--- src/rtl/mc_controller.sv ---
// Multicycle MIPS main controller.
// Moore FSM sequencing fetch/decode/execute/mem/writeback with memory wait states.
module mc_controller (
  input  logic       clk,
  input  logic       reset,
  input  logic [5:0] op,
  input  logic       mem_ready,
  output logic       pcwrite,
  output logic       irwrite,
  output logic       regwrite,
  output logic       memwrite,
  output logic       branch,
  output logic       iord,
  output logic       alusrca,
  output logic       regdst,
  output logic       memtoreg,
  output logic [1:0] alusrcb,
  output logic [1:0] pcsrc,
  output logic [1:0] aluop,
  output logic       instr_done,
  output logic       illegal,
  output logic [3:0] state
);

  typedef enum logic [3:0] {
    FETCH   = 4'd0,
    DECODE  = 4'd1,
    MEMADR  = 4'd2,
    MEMRD   = 4'd3,
    MEMWB   = 4'd4,
    MEMWR   = 4'd5,
    RTYPEEX = 4'd6,
    RTYPEWB = 4'd7,
    BEQEX   = 4'd8,
    ADDIEX  = 4'd9,
    ADDIWB  = 4'd10,
    JEX     = 4'd11
  } state_t;

  localparam logic [5:0] OP_RTYPE = 6'b000000;
  localparam logic [5:0] OP_LW    = 6'b100011;
  localparam logic [5:0] OP_SW    = 6'b101011;
  localparam logic [5:0] OP_BEQ   = 6'b000100;
  localparam logic [5:0] OP_ADDI  = 6'b001000;
  localparam logic [5:0] OP_J     = 6'b000010;

  state_t state_q;
  state_t state_d;

  logic is_rtype;
  logic is_lw;
  logic is_sw;
  logic is_beq;
  logic is_addi;
  logic is_j;
  logic op_ok;

  assign is_rtype = (op == OP_RTYPE);
  assign is_lw    = (op == OP_LW);
  assign is_sw    = (op == OP_SW);
  assign is_beq   = (op == OP_BEQ);
  assign is_addi  = (op == OP_ADDI);
  assign is_j     = (op == OP_J);
  assign op_ok    = is_rtype | is_lw | is_sw
                  | is_beq | is_addi | is_j;

  assign state = state_q;

  // State register with synchronous active-low reset.
  always_ff @(posedge clk) begin
    if (!reset) begin
      state_q <= FETCH;
    end else begin
      state_q <= state_d;
    end
  end

  // Next-state logic; op is only looked at in DECODE and MEMADR.
  always_comb begin
    state_d = FETCH;
    unique case (state_q)
      FETCH: begin
        if (mem_ready) state_d = DECODE;
        else           state_d = FETCH;
      end
      DECODE: begin
        unique case (1'b1)
          is_lw,
          is_sw:    state_d = MEMADR;
          is_rtype: state_d = RTYPEEX;
          is_beq:   state_d = BEQEX;
          is_addi:  state_d = ADDIEX;
          is_j:     state_d = JEX;
          default:  state_d = FETCH;
        endcase
      end
      MEMADR: begin
        if (is_lw) state_d = MEMRD;
        else       state_d = MEMWR;
      end
      MEMRD: begin
        if (mem_ready) state_d = MEMWB;
        else           state_d = MEMRD;
      end
      MEMWB:   state_d = FETCH;
      MEMWR: begin
        if (mem_ready) state_d = FETCH;
        else           state_d = MEMWR;
      end
      RTYPEEX: state_d = RTYPEWB;
      RTYPEWB: state_d = FETCH;
      BEQEX:   state_d = FETCH;
      ADDIEX:  state_d = ADDIWB;
      ADDIWB:  state_d = FETCH;
      JEX:     state_d = FETCH;
      default: state_d = FETCH;
    endcase
  end

  // Output decode; reset low suppresses every write and shows FETCH selects.
  always_comb begin
    pcwrite    = 1'b0;
    irwrite    = 1'b0;
    regwrite   = 1'b0;
    memwrite   = 1'b0;
    branch     = 1'b0;
    iord       = 1'b0;
    alusrca    = 1'b0;
    regdst     = 1'b0;
    memtoreg   = 1'b0;
    alusrcb    = 2'b00;
    pcsrc      = 2'b00;
    aluop      = 2'b00;
    instr_done = 1'b0;
    illegal    = 1'b0;
    if (!reset) begin
      alusrcb = 2'b01;
    end else begin
      unique case (state_q)
        FETCH: begin
          alusrcb = 2'b01;
          irwrite = mem_ready;
          pcwrite = mem_ready;
        end
        DECODE: begin
          alusrcb = 2'b11;
          if (!op_ok) begin
            illegal    = 1'b1;
            instr_done = 1'b1;
          end
        end
        MEMADR: begin
          alusrca = 1'b1;
          alusrcb = 2'b10;
        end
        MEMRD: begin
          iord = 1'b1;
        end
        MEMWB: begin
          memtoreg   = 1'b1;
          regwrite   = 1'b1;
          instr_done = 1'b1;
        end
        MEMWR: begin
          iord       = 1'b1;
          memwrite   = 1'b1;
          instr_done = mem_ready;
        end
        RTYPEEX: begin
          alusrca = 1'b1;
          aluop   = 2'b10;
        end
        RTYPEWB: begin
          regdst     = 1'b1;
          regwrite   = 1'b1;
          instr_done = 1'b1;
        end
        BEQEX: begin
          alusrca    = 1'b1;
          aluop      = 2'b01;
          pcsrc      = 2'b01;
          branch     = 1'b1;
          instr_done = 1'b1;
        end
        ADDIEX: begin
          alusrca = 1'b1;
          alusrcb = 2'b10;
        end
        ADDIWB: begin
          regwrite   = 1'b1;
          instr_done = 1'b1;
        end
        JEX: begin
          pcsrc      = 2'b10;
          pcwrite    = 1'b1;
          instr_done = 1'b1;
        end
        default: begin
          pcwrite = 1'b0;
        end
      endcase
    end
  end

endmodule

--- config.mk ---
export PLATFORM = sky130hd
export DESIGN_NAME = mc_controller
export DESIGN_NICKNAME = d
export VERILOG_FILES = /design/src/rtl/mc_controller.sv
export SDC_FILE = /design/constraint.sdc
export NUM_CORES = 1
export LEC_CHECK = 0
export BUFFER_PORTS_ARGS = -buffer_cell sky130_fd_sc_hd__buf_2
export CAP_MARGIN = 20
export CORE_MARGIN = 2
export CORE_UTILIZATION = 34
export CTS_CLUSTER_DIAMETER = 200
export DETAILED_ROUTE_END_ITERATION = 10
export SLEW_MARGIN = 15
export SYNTH_ARGS = -nofsm -noshare
export SYNTH_HDL_FRONTEND = slang
export SYNTH_SLANG_ARGS = --single-unit
--- constraint.sdc ---
create_clock -name clk -period 3.7 [get_ports clk]
set_clock_uncertainty 0.15 [all_clocks]
set_input_delay 0.37 -clock clk [delete_from_list [all_inputs] [get_ports clk]]
set_output_delay 0.37 -clock clk [all_outputs]
set_load 0.05 [all_outputs]
==> results.md <==
| Step | Quantity | This run |
|---|---|---|
| power and ir drop | Portion of total power attributed to combinational logic | 0.319 |
| synth | Distinct cell type count of the synthesized netlist | 36 |
| setup path | Max FO, Critical Path | 16 |
| job | Max_cap viols | 0 |
| power and ir drop | Clock group share of total power | 0.372 |
| placement | Final HPWL DP | 1.19 mm |
| sta | Slew headroom | 0.642 |
| final layout | Antenna Diode Count | 0 |
| cts | H-Tree Depth | 1 |
| route | Wire length after detailed routing | 1.52 mm |
| die | Count of pins on the block boundary | 30 |
| final layout | Layout cells sized above 1 | 0.319 |
| synth | Average cell area after synthesis | 6.51 µm² |
| cts | Number of buffers on the longest clock path | 2 |
| grt | Global-route wire length before repair | 2.39 mm |
| grt | Number of global-route vias before repair | 579 |
| synth | Post-synth design cell area | 567 µm² |
| sta | Top achievable clock speed | 434 MHz |
| synth | Arithmetic-cell share of the synthesized area counting full adders, half adders and majority gates | 0 |
| sta | Post-Route Hold Slack | 335 ps |
| sta | Unrepaired setup endpoints after global routing | no |
| synth | Proportion of synthesized area in mux cells | 0 |
| cts | TritonCTS sink count | 4 |
| placement | Port Buf Inserts | 29 |
| grt | Number of antenna violations at the first check in global routing | 0 |
| setup path | Worst path cell trace | nand2b_1, a22oi_1, o21bai_1, buf_2 |
| sta | Final cycle utilization of the critical path | 0.623 |
| cts | Clock edge transition at the registers on the reported setup and hold paths | 40 ps |
| synth | Ys flop type | sky130_fd_sc_hd__dfxtp_1 |
| grt | Pin count of the biggest net entering global routing | 17 |
| placement | Weighted congestion reported at the end of routability-driven placement | 0.815 |
| synth | Cells taking the most area after synthesis | sky130_fd_sc_hd__dfxtp_1 14%, sky130_fd_sc_hd__nor2_1 9.3%, sky130_fd_sc_hd__nand2b_1 5.5%, sky130_fd_sc_hd__nand2_1 4.6%, sky130_fd_sc_hd__a21oi_1 4.4% |
| final layout | Post-layout nets | 124 |
| final layout | Cell Count, Final, Fillers Out | 129 |
| setup path | Critical path type | flip-flop to output pin |
| die | Core Area | 1540 µm² |
| setup path | CP Capture Type | output pin |
| sta | Worst setup margin | 1400 ps |
| synth | Largest family of logic cells by synthesized area | simple AND/OR/NAND/NOR gates |
| sta | Pin slew with the least headroom to its limit | 536 ps |
| synth | Synthesized-area fraction occupied by ao, oa, aoi and oai cells | 0.311 |
| synth | Synthesized net count | 96 |
| die | Placement Rows | 14 |
| power and ir drop | Sequential share of power | 0.309 |
| placement | Worst slack after detailed placement | 1650 ps |
| synth | Number of instances in the synthesized netlist | 87 |
| placement | Total instance count after detailed placement | 126 |
| synth | Simple-Gate Fraction of Synth Area | 0.422 |
| die | Die area | 2010 µm² |
| cts | Clock tree from TritonCTS | built |
| cts | Setup Fix Bufs, Post-CTS | 0 |
| route | Drc violations | 0 |
| setup path | Worst path max stage delay | 650 ps |
| setup path | Required time reported for the critical path endpoint | 3180 ps |
| grt | Total congestion overflow | 0 |
| run status | Result of the run | finished, final reports clean |
| power and ir drop | Switching power total | 55.4 µW |
| power and ir drop | Leakage power | 0.000341 µW |
| power and ir drop | Largest voltage drop on the vdd net | 0.000107 V |
| power and ir drop | Switching Fraction | 0.365 |
| final layout | Layout Utilization | 0.465 |
| cts | Count of cells resized by post-cts repair | 0 |
| sta | Post-layout min period | 2300 ps |
| grt | Aggregate global-route resource usage | 0.163 |
| sta | Final setup viols | 0 |
| synth | Yosys top cell area share | 0.141 |
| final layout | Number of flip-flops in the largest register | 4 |
| synth | Number of warnings issued by yosys | 0 |
| die | Starting density of the core | 0.368 |
| synth | Ranking of synthesized cells by instance count | 14 x sky130_fd_sc_hd__nor2_1, 7 x sky130_fd_sc_hd__nand2_1, 5 x sky130_fd_sc_hd__a21oi_1, 5 x sky130_fd_sc_hd__nand2b_1 |
| route | Via/cell ratio | 5.53 |
| synth | Flop and latch count out of synthesis | 4 |
| synth | Cell type contributing the most total cell area after synthesis | sky130_fd_sc_hd__dfxtp_1 |
| setup path | Crit path buf inv count | 1 |
| cts | Cts-stage hold buffer count | 0 |
| synth | Post-synthesis share of cell area spent on xor and xnor gates | 0.0464 |
| synth | Most numerous cell in the Yosys netlist | sky130_fd_sc_hd__nor2_1 |
| route | Count of routing violations after the opening detailed-route iteration | 7 |
| setup path | Arrival time at the worst endpoint | 1780 ps |
| setup path | Slowest stage cell on the critical path | sky130_fd_sc_hd__dfxtp_1 |
| route | Number of iterations in the first detailed-routing pass | 4 |
| cts | Clk_lat worst skew | 240 ps |
| worst hold path | Class of the worst hold path | primary input to flip-flop |
| synth | Post-synth EDFFs | 0 |
| power and ir drop | Total internal power | 96.3 µW |
| setup path | CP startpoint kind | flip-flop |
| synth | Share of the yosys chip area belonging to registers | 0.141 |
| sta | Setup_tns | 0 ps |
| sta | Max-slew violations | 0 |
| final layout | Growth of design area from synthesis to finish | 26.5% |
| die | Chip height | 44.8 µm |
| setup path | Cell class contributing the biggest share of worst-path delay | flip-flops |
| route | Antenna-violating nets left | 0 |
| synth | Async S/R FF share, synth | 0 |
| route | Routed len/inst | 11.8 µm |
| power and ir drop | Cell Pwr Density | 212 nW/µm² |
| route | Via count | 714 |
| die | Die Width | 44.8 µm |
| cts | Number of CTS-inserted buffers | 3 |
| cts | Clock tree root buffer cell | sky130_fd_sc_hd__clkbuf_4 |
| sta | Final Hold Viols | 0 |
power groups by stage:
stage,Clock (µW),Combinational [µW],Sequential [µW]
6_report,56.4,48.4,46.9
5_1_grt,63.4,52.2,47.3
4_1_cts,58.5,48.5,47.0
3_5_place_dp,0,48.4,47.7
3_3_place_gp,0,48.1,47.6
2_1_floorplan,0,33.4,48.9
worst min-delay path, stage by stage:
cell and delay (ps):
sky130_fd_sc_hd__buf_2 130, sky130_fd_sc_hd__nor3_1 60, sky130_fd_sc_hd__nand2_1 50, sky130_fd_sc_hd__a21oi_1 60
metal layers:
layer | share of wire | global-route usage | routed length [µm]
met5 | 0 | 0 | 0
met3 | 0.061 | 0.0360 | 93
met2 | 0.45 | 0.252 | 681
met4 | 0.019 | 0.0882 | 29
met1 | 0.47 | 0.209 | 720
worst paths after layout:
path / endpoint / startpoint / slack [ps] / cells past startpoint
setup / recovery: instr_done / state[1] / 1400 / 4
hold / removal: state[0] / op[5] / 340 / 4
setup reg to reg: state[2] / state[1] / 2010 / 4
hold reg to reg: state[3] / state[0] / 490 / 2
cell families after synthesis:
group | after synthesis
compound gates | 26
flops | 4
simple gates | 46
buf+inv | 8
xor+xnor | 3
stage by stage:
step                total power (µW)  instance area, µm²
CTS                              154                 717
finish                           152                 717
floorplan                       82.3                 567
detailed placement              96.1                 694
global placement                95.7                 694
global route                     163                 717
cell usage in the layout (no fill, tap or decap), types with 2 or more instances in the layout:
master and instances:
sky130_fd_sc_hd__clkbuf_4 3, sky130_fd_sc_hd__nand3b_1 2, sky130_fd_sc_hd__nor3_1 4, sky130_fd_sc_hd__nand2_1 7, sky130_fd_sc_hd__xnor2_1 2, sky130_fd_sc_hd__a22oi_1 2, sky130_fd_sc_hd__a21oi_1 5, sky130_fd_sc_hd__or2_1 2
sky130_fd_sc_hd__nand3_1 3, sky130_fd_sc_hd__o21ai_0 4, sky130_fd_sc_hd__nand2b_1 5, sky130_fd_sc_hd__and3_1 4, sky130_fd_sc_hd__o21bai_1 2, sky130_fd_sc_hd__nor2_1 14, sky130_fd_sc_hd__dfxtp_1 4, sky130_fd_sc_hd__buf_2 29
sky130_fd_sc_hd__o21ai_1 4
layout make-up:
class / count / area, µm²
clock buffers: 3 / 22.5
well taps: 16 / 20.0
inverters: 2 / 7.51
fillers: 175 / 825
flip-flops and latches: 4 / 80.1
multi-input cells: 75 / 442
repair buffers: 29 / 145
Power figures use the tool's default switching activity.
